## src/rtl/tx_frame_pkg.sv

```systemverilog
// Shared types and frame geometry helpers for the TX frame serializer.
package tx_frame_pkg;

  // Serializer FSM states.
  typedef enum logic {
    IDLE = 1'b0,
    SEND = 1'b1
  } tx_state_t;

  // Bit positions inside the status nibble.
  localparam int STAT_PEND  = 0;
  localparam int STAT_CARRY = 1;

  // Number of data nibbles needed to carry {carry, result}.
  function automatic int ndata(input int res_w, input int nib_w);
    return (res_w + 1 + nib_w - 1) / nib_w;
  endfunction

  // Total nibbles per frame: data nibbles, status nibble, optional checksum.
  function automatic int frame_len(input int res_w, input int nib_w, input int chk_en);
    return ndata(res_w, nib_w) + 1 + chk_en;
  endfunction

endpackage

```

## src/rtl/tx_frame_fifo.sv

```systemverilog
// Small synchronous FIFO holding {carry, result} words ahead of the serializer.
// Head word is presented combinationally on dout whenever the FIFO is non-empty.
module tx_frame_fifo #(
  parameter int W     = 11,
  parameter int DEPTH = 2
) (
  input  logic                       clk,
  input  logic                       rst_n,
  input  logic                       push,
  input  logic [W-1:0]               din,
  input  logic                       pop,
  output logic [W-1:0]               dout,
  output logic [$clog2(DEPTH):0]     count,
  output logic                       full,
  output logic                       empty
);

  localparam int PTR_W = (DEPTH > 1) ? $clog2(DEPTH) : 1;
  localparam int CNT_W = $clog2(DEPTH) + 1;

  logic [W-1:0]     mem [DEPTH];
  logic [PTR_W-1:0] wr_ptr;
  logic [PTR_W-1:0] rd_ptr;
  logic             do_push;
  logic             do_pop;

  assign full    = (count == CNT_W'(DEPTH));
  assign empty   = (count == '0);
  assign do_push = push && !full;
  assign do_pop  = pop && !empty;
  assign dout    = mem[rd_ptr];

  // Storage, pointers and occupancy; simultaneous push and pop leave count unchanged.
  always_ff @(posedge clk or negedge rst_n) begin
    if (!rst_n) begin
      wr_ptr <= '0;
      rd_ptr <= '0;
      count  <= '0;
      for (int i = 0; i < DEPTH; i++) begin
        mem[i] <= '0;
      end
    end else begin
      if (do_push) begin
        mem[wr_ptr] <= din;
        wr_ptr      <= wr_ptr + PTR_W'(1);
      end
      if (do_pop) begin
        rd_ptr <= rd_ptr + PTR_W'(1);
      end
      case ({do_push, do_pop})
        2'b10:   count <= count + CNT_W'(1);
        2'b01:   count <= count - CNT_W'(1);
        default: count <= count;
      endcase
    end
  end

endmodule

```

## src/rtl/tx_frame_serializer.sv

```systemverilog
// TX stage: buffers ALU results and shifts each one out on the nibble-wide
// MISO bus as a frame of data nibbles (LS first), a status nibble and an
// optional XOR checksum nibble. Dropping spi_r mid-frame aborts the frame and
// leaves the word at the FIFO head so it is replayed from nibble 0.
//
// Handshake: a result is accepted on every clk edge where res_valid and
// res_ready are both high; res_ready depends only on FIFO occupancy, and the
// producer must hold res_data/carry_in stable while res_valid is high and
// res_ready is low.
module tx_frame_serializer
  import tx_frame_pkg::*;
#(
  parameter int RES_W      = 10,
  parameter int NIB_W      = 4,
  parameter int FIFO_DEPTH = 2,
  parameter int CHK_EN     = 1
) (
  input  logic                          clk,
  input  logic                          rst_n,
  input  logic                          spi_clk,
  input  logic                          spi_r,
  input  logic [RES_W-1:0]              res_data,
  input  logic                          carry_in,
  input  logic                          res_valid,
  output logic                          res_ready,
  output logic [NIB_W-1:0]              miso,
  output logic                          carry_out,
  output logic                          tx_busy,
  output logic                          tx_done,
  output logic                          tx_abort,
  output logic [$clog2(FIFO_DEPTH):0]   fifo_count
);

  localparam int NDATA     = ndata(RES_W, NIB_W);
  localparam int FRAME_LEN = frame_len(RES_W, NIB_W, CHK_EN);
  localparam int DATA_W    = NDATA * NIB_W;
  localparam int CNT_W     = $clog2(FIFO_DEPTH) + 1;
  localparam int IDX_W     = $clog2(FRAME_LEN);
  localparam logic [IDX_W-1:0] LAST_IDX = IDX_W'(FRAME_LEN - 1);

  // FIFO interface
  logic [RES_W:0]     fifo_head;
  logic               fifo_full;
  logic               fifo_empty;
  logic               fifo_push;
  logic               fifo_pop;

  // FSM and frame datapath
  tx_state_t          state_q;
  tx_state_t          state_d;
  logic [IDX_W-1:0]   idx_q;
  logic [IDX_W-1:0]   idx_d;
  logic               latch;
  logic               done_d;
  logic               abort_d;
  logic               done_q;
  logic               abort_q;
  logic [DATA_W-1:0]  frame_q;
  logic               pend_q;
  logic               carry_q;
  logic               spi_clk_prev;
  logic               fall;
  logic [NIB_W-1:0]   stat_nib;
  logic [NIB_W-1:0]   chk_nib;
  logic [NIB_W-1:0]   nib [FRAME_LEN];
  logic [NIB_W-1:0]   nib_sel;

  assign res_ready = !fifo_full;
  assign fifo_push = res_valid && res_ready;
  assign fall      = ~spi_clk & spi_clk_prev;

  tx_frame_fifo #(
    .W     (RES_W + 1),
    .DEPTH (FIFO_DEPTH)
  ) u_fifo (
    .clk   (clk),
    .rst_n (rst_n),
    .push  (fifo_push),
    .din   ({carry_in, res_data}),
    .pop   (fifo_pop),
    .dout  (fifo_head),
    .count (fifo_count),
    .full  (fifo_full),
    .empty (fifo_empty)
  );

  // FSM state and nibble index registers.
  always_ff @(posedge clk or negedge rst_n) begin
    if (!rst_n) begin
      state_q <= IDLE;
      idx_q   <= '0;
    end else begin
      state_q <= state_d;
      idx_q   <= idx_d;
    end
  end

  // Next-state logic: start on a non-empty FIFO, advance on SPI falling edges, abort on spi_r low.
  always_comb begin
    state_d  = state_q;
    idx_d    = idx_q;
    latch    = 1'b0;
    fifo_pop = 1'b0;
    done_d   = 1'b0;
    abort_d  = 1'b0;
    case (state_q)
      IDLE: begin
        if (!fifo_empty && spi_r) begin
          state_d = SEND;
          idx_d   = '0;
          latch   = 1'b1;
        end
      end
      SEND: begin
        if (!spi_r) begin
          state_d = IDLE;
          idx_d   = '0;
          abort_d = 1'b1;
        end else if (fall) begin
          if (idx_q == LAST_IDX) begin
            state_d  = IDLE;
            idx_d    = '0;
            fifo_pop = 1'b1;
            done_d   = 1'b1;
          end else begin
            idx_d = idx_q + IDX_W'(1);
          end
        end
      end
      default: begin
        state_d = IDLE;
        idx_d   = '0;
      end
    endcase
  end

  // Frame register, status bits, event pulses and SPI clock history.
  always_ff @(posedge clk or negedge rst_n) begin
    if (!rst_n) begin
      frame_q      <= '0;
      pend_q       <= 1'b0;
      carry_q      <= 1'b0;
      done_q       <= 1'b0;
      abort_q      <= 1'b0;
      spi_clk_prev <= 1'b0;
    end else begin
      spi_clk_prev <= spi_clk;
      done_q       <= done_d;
      abort_q      <= abort_d;
      if (latch) begin
        frame_q <= DATA_W'(fifo_head);
        pend_q  <= (fifo_count > CNT_W'(1));
        carry_q <= fifo_head[RES_W];
      end
    end
  end

  // Assemble the frame nibbles: data, status, then the running XOR checksum.
  always_comb begin
    stat_nib             = '0;
    stat_nib[STAT_PEND]  = pend_q;
    stat_nib[STAT_CARRY] = carry_q;
    chk_nib              = stat_nib;
    for (int k = 0; k < NDATA; k++) begin
      nib[k]  = frame_q[k*NIB_W +: NIB_W];
      chk_nib = chk_nib ^ frame_q[k*NIB_W +: NIB_W];
    end
    nib[NDATA] = stat_nib;
    for (int k = NDATA + 1; k < FRAME_LEN; k++) begin
      nib[k] = chk_nib;
    end
  end

  // Select the nibble at the current index.
  always_comb begin
    nib_sel = '0;
    for (int k = 0; k < FRAME_LEN; k++) begin
      if (idx_q == IDX_W'(k)) begin
        nib_sel = nib[k];
      end
    end
  end

  assign miso      = (state_q == SEND && spi_r) ? nib_sel : '0;
  assign tx_busy   = (state_q == SEND);
  assign tx_done   = done_q;
  assign tx_abort  = abort_q;
  assign carry_out = carry_q;

endmodule

```

## config.mk

```make
export PLATFORM = sky130hd
export DESIGN_NAME = tx_frame_serializer
export DESIGN_NICKNAME = d
export VERILOG_FILES = /design/src/rtl/tx_frame_pkg.sv /design/src/rtl/tx_frame_fifo.sv /design/src/rtl/tx_frame_serializer.sv
export SDC_FILE = /design/constraint.sdc
export NUM_CORES = 1
export LEC_CHECK = 0
export ABC_AREA = 1
export CORE_MARGIN = 3
export CORE_UTILIZATION = 35
export DETAILED_ROUTE_END_ITERATION = 10
export GPL_ROUTABILITY_DRIVEN = 0
export PLACE_DENSITY_LB_ADDON = 0.3
export RECOVER_POWER = 25
export SETUP_SLACK_MARGIN = 0.3
export SYNTH_ARGS = -nofsm -noshare
export SYNTH_HDL_FRONTEND = slang
export SYNTH_SLANG_ARGS = --single-unit
export TNS_END_PERCENT = 50
```

## constraint.sdc

```tcl
create_clock -name clk -period 2.6 [get_ports clk]
set_input_delay 0.65 -clock clk [delete_from_list [all_inputs] [get_ports clk]]
set_output_delay 0.65 -clock clk [all_outputs]
set_load 0.05 [all_outputs]
```

* Yosys cells after proc, flatten, opt, wreduce, memory -nomap -nowiden
Index checks and enable logic that the tools add are counted.
** Cells by class
- Multiplexer cells :: 30
- Equal/unequal tests :: 9
- $lt $le $gt $ge :: 4
- Bitwise operators :: 8
- Reduce and logical (&&, ||, !) cells :: 12
- Add/sub/neg operators :: 5
** Operator list (count)
- 2-to-1 mux 11 bit :: 4
- 2-to-1 mux 4 bit :: 6
- bitwise mux 22 bit :: 1
- 2-to-1 mux 3 bit :: 4
- demux 11 bit (select 1 bit) :: 1
- 2-to-1 mux 1 bit :: 11
- equality test 3 x 2 -> 1 bit (second input constant) :: 2
- logical AND 1 bit :: 6
- case mux 3 bit (2 select lines) :: 1
- equality test 2 bit (second input constant) :: 2
- >= comparator 2 bit (second input constant) :: 2
- NOT 1 -> 2 bit :: 2
- case mux 2 bit (2 select lines) :: 1
- bitwise XOR 2 x 4 -> 4 bit :: 1
- bitwise XOR 4 x 3 -> 4 bit :: 1
- bitwise XOR 4 bit :: 1
- adder 3 x 1 -> 3 bit (second input constant) :: 1
- equality test 3 x 1 -> 1 bit (second input constant) :: 1
- equality test 3 bit (second input constant) :: 1
- logical NOT 3 bit :: 1
- inequality test 3 x 2 -> 1 bit (second input constant) :: 1
- adder 1 bit (second input constant) :: 2
- adder 2 x 1 -> 2 bit (second input constant) :: 1
- equality test 2 x 1 -> 1 bit (second input constant) :: 1
- 11 further kinds :: 13
** Word-level totals
- Word-level logic and storage cells :: 81
- Flip-flop bits (word level) :: 46
- Input bits :: 16
- Output and inout bits :: 11

* Logic depth before layout (Yosys ltp)
Gate-level depths: netlist of the first run.
- Word-level depth :: 8
- Depth in mapped cells :: 10
- Depth with buffers taken out :: 10

* Cells and area by module
From an unflattened synthesis of the first run, not the netlist that was laid out.
** Second synthesis, totals
- Cells, all modules :: 311
- Area total of the unflattened synthesis :: 2621.3 um^2
** By module, submodules not included
- tx_frame_fifo :: instances 1, cells an instance 164, seq. area each 650.6 um^2, area an instance 1438.9 um^2
- tx_frame_serializer :: instances 1, cells an instance 147, seq. area each 475.5 um^2, area an instance 1182.4 um^2

* Worst setup path before layout of the first run
Ideal clock, no wire load.
- Path kind :: reg2out
- From :: reg idx_q[0]
- To :: out miso[2]
- Data required time :: 1950 ps
- Buffers on the path :: 0
- Setup slack :: 71 ps
- Cell stages (with the launch flop) :: 8
- Data arrival time :: 1879 ps
- Cell sequence :: dfrtp_1 > inv_1 > ha_1 > nand2_1 > inv_1 > nor3_1 > nand2_1 > a21oi_1
** On the way
- Cells in the longest elaborated chain, start to end :: 7
- Elaborated cells between the ends (all ways) :: 11
- Classes of those cells :: eq/ne (4); mux (6); reduce/logical (1)
** RTL lines
- from (decl) :: RTL line tx_frame_serializer.sv:51 : logic [IDX_W-1:0] idx_q;
- from (signal assigned) :: RTL line tx_frame_serializer.sv:94 : idx_q <= idx_d;
- logical NOT 3 bit :: RTL line tx_frame_serializer.sv:178 : if (idx_q == IDX_W'(k)) begin
- 2-to-1 mux 4 bit (4 in series) :: RTL line tx_frame_serializer.sv:178
- 2-to-1 mux 4 bit * :: RTL line tx_frame_serializer.sv:178
- 2-to-1 mux 4 bit * :: RTL line tx_frame_serializer.sv:184 : assign miso = (state_q == SEND && spi_r) ? nib_sel : '0;
- to (decl) :: RTL line tx_frame_serializer.sv:26 : output logic [NIB_W-1:0] miso,
Mark *: on every way between the ends. The rest lies on a longest branch, timed or not.

* Worst setup path in the final report of the first run
- From :: reg idx_q[1]
- To :: out miso[2]
Same word-level chain as after synthesis.

==> flow_summary.rst, run 1 <==
.. list-table::
   :header-rows: 1

   * - Metric
     - Value
   * - Post-route setup TNS
     - 0 ns
   * - Post-route DRC
     - 0
   * - Register area share after synthesis
     - 47.4%
   * - Placement row count
     - 29
   * - Ratio of cells with drive above 1 in the final layout
     - between 20% and 30%
   * - Total count of max-transition violations in the final report
     - 0
   * - CP Data Required Time
     - 1.95 ns
   * - Footprint of the multi-input gates
     - between 1000 and 1500 µm²
   * - Non-Filler Instances
     - approximately 400
   * - Tot GR Track Use
     - 14.1%
   * - Die outline area
     - between 7000 and 8000 µm²
   * - Worst supply voltage drop on vdd
     - roughly 0.33 mV
   * - Static power due to leakage
     - approximately 1.4 nW
   * - Cells along the critical path
     - inv_2 -> ha_4 -> nand2_2 -> inv_2 -> nor3_2 -> nand2_1 -> a21oi_2 -> buf_12
   * - Nets
     - roughly 340
   * - Worst Path Arrival
     - between 1.5 and 2 ns
   * - Number of top-level pins
     - 27
   * - Final wirelength
     - 4.86 mm
   * - Launch point of the critical path
     - idx_q[1]
   * - Reg-to-reg startpoint
     - idx_q[1]
   * - DP Wirelength
     - ~3.3 mm
   * - Path class of the lowest-slack min-delay path
     - reg2reg
   * - Crit. End Element
     - primary output
   * - Horizontal die dimension
     - between 80 and 90 µm
   * - Tightest slew margin relative to the limit
     - between 20% and 30%
   * - Number of setup violations in the final report
     - 0
   * - Critical path's largest stage delay
     - 0.43 ns
   * - Status
     - finished clean
   * - Area taken by flip-flops and latches
     - between 1000 and 1500 µm²
   * - Proportion of synthesized area in mux cells
     - 0%
   * - Net count of the mapped netlist
     - between 300 and 400
   * - Largest family of logic cells by synthesized area
     - simple AND/OR/NAND/NOR gates
   * - Net Sw Frac
     - 44.3%
   * - Critical path type
     - reg2out
   * - Relative contribution of sequential cells to total power
     - 36.8%
   * - Post-synthesis share of cell area spent on and, or, nand and nor gates
     - a little over a fifth
   * - Number of DRC markers after the initial detailed-route iteration
     - 110
   * - Core outline area
     - ~6500 µm²
   * - Area growth from synthesis to layout
     - 24.2%
   * - Remaining antenna violation count after routing
     - 0
   * - Area after DPL
     - around 2700 µm²
   * - TritonCTS Sinks
     - between 40 and 50
   * - Max-cap violations
     - 0
   * - Initial core utilization
     - between 30% and 40%
   * - CTS Hold Bufs
     - 0
   * - GRT overflow
     - 0
   * - Height of the die
     - 88.4 µm
   * - Least setup slack across all paths after layout
     - ~0.12 ns
   * - Level count of the clock H-tree
     - 2
   * - Worst hold slack after final layout
     - slightly below 0.5 ns
   * - Clock Latency Late Sink
     - 0.30 ns
   * - Synthesized-area fraction occupied by xor and xnor cells
     - approximately 1.8%
   * - #FFs+latches synth
     - between 40 and 50
   * - Global-route wire length before repair
     - slightly below 9 mm
   * - Largest delay contributor family on the critical path
     - flip-flops
   * - Maximum number of pins on one net before global-route repair
     - between 40 and 50
   * - Post-DR vias/cell
     - 4.58
   * - Cell count after synthesis
     - 284
   * - Most common library cell in the layout ignoring fill and taps
     - sky130_fd_sc_hd__nand2_1
   * - Cell type of the slowest stage on the worst timing path
     - sky130_fd_sc_hd__dfrtp_1
   * - Startpoint of the worst hold path
     - u_fifo.mem[13]
   * - Maximum fanout encountered on the critical timing path
     - 4
   * - Clk slew on worst S/H paths
     - approximately 0.080 ns
   * - Internal power component
     - around 1.9 mW
   * - Setup repair after global routing missed its margin
     - yes
   * - Final Power
     - around 3.4 mW
   * - Count of placed standard cells including taps
     - 384
   * - Minimum clock period
     - around 2.5 ns
   * - Proportion of power drawn by combinational gates
     - between 50% and 60%
   * - Commonest cells after routing, fill and taps aside
     - 68 x sky130_fd_sc_hd__nand2_1, 44 x sky130_fd_sc_hd__dfrtp_1, 32 x sky130_fd_sc_hd__inv_1, 30 x sky130_fd_sc_hd__nor2_1, 18 x sky130_fd_sc_hd__clkdlybuf4s50_1
   * - Clk root buf
     - sky130_fd_sc_hd__clkbuf_8
   * - Maximum frequency from static timing analysis
     - approximately 400 MHz
   * - Wire length per cell after detailed routing
     - about 12 µm
   * - Unique masters post-synth
     - 27
   * - Number of vias after detailed routing
     - 1818
   * - Post-synthesis cell area
     - roughly 2400 µm²
   * - Final worst clock skew
     - 0.0122 ns
   * - Synth warnings
     - 0
   * - Count of fill cells added during filler insertion
     - 630
   * - Pwr dens
     - between 1000 and 1500 nW/µm²
   * - TritonCTS clock tree
     - built
   * - Post-Synth Adder-Cell Area
     - approximately 4.7%
   * - Least-Margin Pin Slew
     - 1.14 ns
   * - Area fraction in compound gates after synthesis
     - about 14%
   * - Cell area after layout
     - between 2000 and 3000 µm²
   * - Count of input and output buffers
     - 26
   * - Critical Path Source Type
     - register
   * - Num CTS Buffers
     - 5
   * - Vias in the first global route
     - 1881
   * - Detailed Routing Iterations Pass 1
     - 4
   * - Most frequent cell on the critical path
     - sky130_fd_sc_hd__inv_2
   * - Post-layout util
     - 45.7%
   * - Avg Synthesized Cell Area
     - 8.37 µm²
   * - Clock network power share
     - about an eighth
   * - Pre-CTS setup slack
     - roughly 0.025 ns
   * - Number of antenna diodes
     - 0
   * - Initial antenna violation count
     - 0
   * - P_sw
     - approximately 1.5 mW
   * - Critical path buffer and inverter count
     - 3
   * - Maximum root-to-sink buffer count
     - 2
   * - Final Hold Violating Endpoints
     - 0
   * - Fraction of the cycle the final worst path needs
     - 95.2%
[power by group through the flow]
| stage | clock [mW] | combinational [mW] | sequential [mW] |
|---|---|---|---|
| global route | 0.465 | 1.95 | 1.30 |
| floorplan | 0 | 1.10 | 1.30 |
| detailed placement | 0 | 1.56 | 1.25 |
| global placement | 0 | 1.53 | 1.24 |
| finish | 0.420 | 1.73 | 1.25 |
| CTS | 0.435 | 1.67 | 1.25 |
[cell usage after synthesis]
library cell	n	area share, %
sky130_fd_sc_hd__o22ai_1	1	0.26
sky130_fd_sc_hd__inv_2	1	0.16
sky130_fd_sc_hd__xnor2_1	3	1.1
sky130_fd_sc_hd__nor3_1	1	0.21
sky130_fd_sc_hd__or2_1	1	0.26
sky130_fd_sc_hd__o31ai_2	5	2.6
sky130_fd_sc_hd__nand4_1	2	0.53
sky130_fd_sc_hd__nor2_4	1	0.47
sky130_fd_sc_hd__buf_6	3	1.4
sky130_fd_sc_hd__nand2_1	70	11
sky130_fd_sc_hd__o31ai_1	7	2.2
sky130_fd_sc_hd__o21ai_2	12	4.4
sky130_fd_sc_hd__buf_8	1	0.63
sky130_fd_sc_hd__ha_1	9	4.7
sky130_fd_sc_hd__inv_1	41	6.5
sky130_fd_sc_hd__or2_2	1	0.26
sky130_fd_sc_hd__nand3_1	13	2.7
sky130_fd_sc_hd__nor2_1	33	5.2
sky130_fd_sc_hd__clkbuf_1	1	0.16
sky130_fd_sc_hd__a21oi_1	4	0.84
sky130_fd_sc_hd__nor3_2	1	0.42
sky130_fd_sc_hd__o21ai_1	1	0.21
sky130_fd_sc_hd__buf_2	4	0.84
sky130_fd_sc_hd__xor2_1	2	0.74
sky130_fd_sc_hd__dfrtp_1	45	47
sky130_fd_sc_hd__nand2_2	3	0.79
sky130_fd_sc_hd__o21ai_0	18	3.8
[routing by layer]
metal / vias up / part of all wire, % / global-route usage (%) / wire [µm]
met5: - / 0 / 0 / 0
met4: 0 / 1.6 / 5.63 / 77
met3: 6 / 2.9 / 3.63 / 142
met2: 24 / 47 / 23.7 / 2280
met1: 816 / 49 / 17.4 / 2360
li1: 972 / - / - / -
[sequential cells by signal, summed over array words and instances, names as in the netlist]
name and flops:
u_fifo.rd_ptr 1, tx_done 1, carry_out 1, u_fifo.count 2, frame_q 10, tx_busy 1, spi_clk_prev 1, idx_q 3
u_fifo.wr_ptr 1, u_fifo.mem 22, tx_abort 1, pend_q 1
[cell type report]
cell class | count | area share (%)
Clock buffer | 6 | 2.46
Clock inverter | 2 | 0.339
Inverter | 42 | 5.51
Multi-Input combinational cell | 188 | 37.6
Sequential cell | 45 | 38.2
Tap cell | 77 | 3.26
Timing Repair Buffer | 37 | 12.7
[final timing paths]
kind / end / slack, ns / cells past startpoint
max in group asynchronous: idx_q[2] / 1.19 / 2
setup reg to reg: u_fifo.count[0] / 0.67 / 9
hold reg to reg: u_fifo.mem[13] / 0.49 / 2
min in group asynchronous: u_fifo.mem[18] / 0.66 / 2
hold / removal: u_fifo.mem[13] / 0.49 / 2
setup / recovery: miso[2] / 0.12 / 8
[timing repair]
item | CTS | global route
pin swaps | 3 | 6
hold endpoints to repair | 0 | 0
setup endpoints to repair | 6 | 6
cloned | 0 | 0
setup buffers | 3 | 2
resized for setup | 24 | 14
[cell families (layout without fill, tap and decap cells)]
kind of cell             count (synthesis)  in the layout
flip-flops                              45             45
buffers and inverters                   51             87
XOR/XNOR                                 5              5
AO/OA/AOI/OAI                           48             48
AND/OR/NAND/NOR                        126            126
adder cells (fa/ha/maj)                  9              9
[tightest hold or removal path: cells and delay by family (launching register included)]
family           cells  cell delay (ns)
AO/OA/AOI/OAI        1             0.05
flip-flops           1             0.35
AND/OR/NAND/NOR      1             0.07
(Power assumes the default switching activity.)
==> inputs of run 2 (changes only) <==
--- a/config.mk
+++ b/config.mk
@@ -8,2 +8,3 @@
 export ABC_AREA = 1
+export CAP_MARGIN = 30
 export CORE_MARGIN = 3
--- a/constraint.sdc
+++ b/constraint.sdc
@@ -3,2 +3,2 @@
 set_output_delay 0.65 -clock clk [all_outputs]
-set_load 0.05 [all_outputs]
+set_load 0.01 [all_outputs]
==> flow_summary.rst, run 2 (synthesis gave the netlist of run 1 again) <==
.. list-table::
   :header-rows: 1

   * - Metric
     - Value
   * - Count of fill cells added during filler insertion
     - 635 (was 630)
   * - Initial antenna violation count
     - 0 (unchanged)
   * - Final Hold Violating Endpoints
     - 0 (unchanged)
   * - GRT overflow
     - 0 (unchanged)
   * - Initial core utilization
     - 36.8% (unchanged)
   * - Reg-to-reg startpoint
     - u_fifo.count[0] (was idx_q[1])
   * - P_sw
     - 1.35 mW (was 1.50 mW)
   * - Post-route DRC
     - 0 (unchanged)
   * - Wire length per cell after detailed routing
     - 11.9 µm (was 12.2 µm)
   * - Pwr dens
     - 1100 nW/µm² (was 1150 nW/µm²)
   * - Number of vias after detailed routing
     - 1832 (was 1818)
   * - Crit. End Element
     - primary output (unchanged)
   * - DP Wirelength
     - 3.30 mm (was 3.29 mm)
   * - Largest delay contributor family on the critical path
     - flip-flops (unchanged)
   * - Level count of the clock H-tree
     - 2 (unchanged)
   * - Maximum frequency from static timing analysis
     - 420 MHz (was 404 MHz)
   * - Most flops, register
     - u_fifo.mem (unchanged)
   * - Die outline area
     - 7810 µm² (unchanged)
   * - Least-Margin Pin Slew
     - 1.11 ns (was 1.14 ns)
   * - Critical path buffer and inverter count
     - 3 (unchanged)
   * - Max-cap violations
     - 0 (unchanged)
   * - Proportion of power drawn by combinational gates
     - 47.4% (was 50.8%)
   * - Post-DR vias/cell
     - 4.57 (was 4.58)
   * - Endpoint of the worst register-to-register path
     - u_fifo.mem[20] (was u_fifo.count[0])
   * - Post-route setup TNS
     - 0 ns (unchanged)
   * - Most common library cell in the layout ignoring fill and taps
     - sky130_fd_sc_hd__nand2_1 (unchanged)
   * - TritonCTS Sinks
     - 45 (unchanged)
   * - Fraction of the cycle the final worst path needs
     - 91.5% (was 95.2%)
   * - Number of setup violations in the final report
     - 0 (unchanged)
   * - Global-route wire length before repair
     - 8.20 mm (was 8.67 mm)
   * - Final wirelength
     - 4.78 mm (was 4.86 mm)
   * - Maximum number of pins on one net before global-route repair
     - 46 (unchanged)
   * - Final Power
     - 3.24 mW (was 3.40 mW)
   * - Setup repair after global routing missed its margin
     - yes (unchanged)
   * - Maximum root-to-sink buffer count
     - 2 (unchanged)
   * - Post-layout util
     - 45.6% (was 45.7%)
   * - Area growth from synthesis to layout
     - 24.1% (was 24.2%)
   * - Maximum fanout encountered on the critical timing path
     - 4 (unchanged)
   * - Minimum clock period
     - 2.38 ns (was 2.48 ns)
   * - Cells along the critical path
     - inv_2 -> ha_4 -> inv_2 -> nor2_4 -> nand3_2 -> nand2_2 -> nand3_2 -> a21oi_2 -> buf_2 (was inv_2 -> ha_4 -> nand2_2 -> inv_2 -> nor3_2 -> nand2_1 -> a21oi_2 -> buf_12)
   * - Clk slew on worst S/H paths
     - 0.09 ns (was 0.08 ns)
   * - CP Data Required Time
     - 1.95 ns (about the same)
   * - Worst Path Arrival
     - 1.73 ns (was 1.83 ns)
   * - Number of antenna diodes
     - 0 (unchanged)
   * - Critical path type
     - reg2out (unchanged)
   * - Nets
     - 348 (was 344)
   * - Logic depth of the worst register-to-register path
     - 7 (was 9)
   * - Vias in the first global route
     - 1884 (was 1881)
   * - Core outline area
     - 6460 µm² (unchanged)
   * - Path class of the lowest-slack min-delay path
     - reg2reg (unchanged)
   * - Number of cells traversed by the worst hold path
     - 2 (unchanged)
   * - Critical path's largest stage delay
     - 0.44 ns (was 0.43 ns)
   * - Clk root buf
     - sky130_fd_sc_hd__clkbuf_8 (unchanged)
   * - Clock Latency Late Sink
     - 0.30 ns (about the same)
   * - End point of the worst hold path
     - u_fifo.mem[14] (was u_fifo.mem[13])
   * - Detailed Routing Iterations Pass 1
     - 4 (unchanged)
   * - Slack of the worst reg-to-reg path
     - 0.72 ns (was 0.67 ns)
   * - Remaining antenna violation count after routing
     - 0 (unchanged)
   * - Net Sw Frac
     - 41.6% (was 44.3%)
   * - Total count of max-transition violations in the final report
     - 0 (unchanged)
   * - Horizontal die dimension
     - 88.4 µm (unchanged)
   * - Tightest slew margin relative to the limit
     - 26.2% (was 23.9%)
   * - Clock network power share
     - 14.0% (was 12.4%)
   * - Static power due to leakage
     - 1.44 nW (about the same)
   * - Count of input and output buffers
     - 26 (unchanged)
   * - Max FFs per register
     - 22 (unchanged)
   * - Cell type of the slowest stage on the worst timing path
     - sky130_fd_sc_hd__dfrtp_1 (unchanged)
   * - TritonCTS clock tree
     - built (unchanged)
   * - Placement row count
     - 29 (unchanged)
   * - Num CTS Buffers
     - 5 (unchanged)
   * - Critical Path Source Type
     - register (unchanged)
   * - Final worst clock skew
     - 0.00598 ns (was 0.0122 ns)
   * - Commonest cells after routing, fill and taps aside
     - 66 x sky130_fd_sc_hd__nand2_1, 44 x sky130_fd_sc_hd__dfrtp_1, 32 x sky130_fd_sc_hd__inv_1, 30 x sky130_fd_sc_hd__nor2_1, 19 x sky130_fd_sc_hd__clkdlybuf4s50_1 (was 68 x sky130_fd_sc_hd__nand2_1, 44 x sky130_fd_sc_hd__dfrtp_1, 32 x sky130_fd_sc_hd__inv_1, 30 x sky130_fd_sc_hd__nor2_1, 18 x sky130_fd_sc_hd__clkdlybuf4s50_1)
   * - Status
     - finished clean (unchanged)
   * - CTS Hold Bufs
     - 0 (unchanged)
   * - Worst hold slack after final layout
     - 0.492 ns (was 0.491 ns)
   * - Height of the die
     - 88.4 µm (unchanged)
   * - Startpoint of the worst hold path
     - u_fifo.mem[14] (was u_fifo.mem[13])
   * - Worst supply voltage drop on vdd
     - 0.297 mV (was 0.329 mV)
   * - Tot GR Track Use
     - 13.2% (was 14.1%)
   * - Number of top-level pins
     - 27 (unchanged)
   * - Number of DRC markers after the initial detailed-route iteration
     - 103 (was 110)
   * - Relative contribution of sequential cells to total power
     - 38.6% (was 36.8%)
   * - Ratio of cells with drive above 1 in the final layout
     - 24.4% (was 22.5%)
   * - Top flop regs
     - u_fifo.mem (22), frame_q (10), idx_q (3) (unchanged)
   * - Internal power component
     - 1.89 mW (about the same)
==> run 2: cell type report <==
cell class | instances | area (µm²) | share of cell area [%]
Clock inverter | 3 | 25.0 | 0.849
Multi-Input combinational cell | 188 | 1120 | 37.9
Inverter | 42 | 160 | 5.43
Sequential cell | 45 | 1130 | 38.2
Clock buffer | 5 | 68.8 | 2.33
Timing Repair Buffer | 41 | 354 | 12.0
Tap cell | 77 | 96.3 | 3.27
==> run 2: power by group through the flow <==
stage	Clock, mW	Sequential, mW	Combinational, mW
3_5_place_dp	0	1.25	1.34
4_1_cts	0.472	1.25	1.45
5_1_grt	0.502	1.30	1.74
3_3_place_gp	0	1.24	1.32
2_1_floorplan	0	1.19	1.01
6_report	0.454	1.25	1.54
==> run 2: how the worst max path moves through the flow <==
stage | from | end | slack (ns) | cells after the start
2_1_floorplan | idx_q[0] | miso[2] | 0.63 | 7
3_3_place_gp | spi_r | miso[3] | -0.27 | 6
3_5_place_dp | spi_r | miso[3] | -0.26 | 6
4_1_cts | idx_q[0] | miso[3] | 0.23 | 7
5_1_grt | idx_q[0] | miso[3] | 0.12 | 9
6_report | idx_q[0] | miso[3] | 0.22 | 9
==> run 2: metal layers <==
metal	GRT usage [%]	share of wire, %	up-vias
met5	0	0	-
met4	4.81	0.82	0
met3	2.33	2.0	2
met2	22.5	49	22
met1	16.8	48	829
li1	-	-	979
==> run 2: through the flow <==
stage / cells / instance area, µm² / worst slack (ns)
floorplan: 284 / 2380 / 0.628
finish: 401 / 2950 / 0.220
global route: 401 / 2950 / 0.117
global placement: 388 / 2730 / -0.267
detailed placement: 388 / 2730 / -0.261
CTS: 400 / 2900 / 0.234
==> run 2: what timing repair did <==
item | in CTS | in global routing
endpoints found under the setup margin | 4 | 5
buffers inserted | 4 | 1
pin swaps | 7 | 7
resized for setup | 45 | 13
gates cloned | 0 | 0
==> run 2: worst min-delay path, delay by kind of cell, from the launching register on <==
kind,cells,cell delay [ns]
and+or+nand+nor,1,0.07
DFF,1,0.35
AOI/OAI and AO/OA,1,0.05
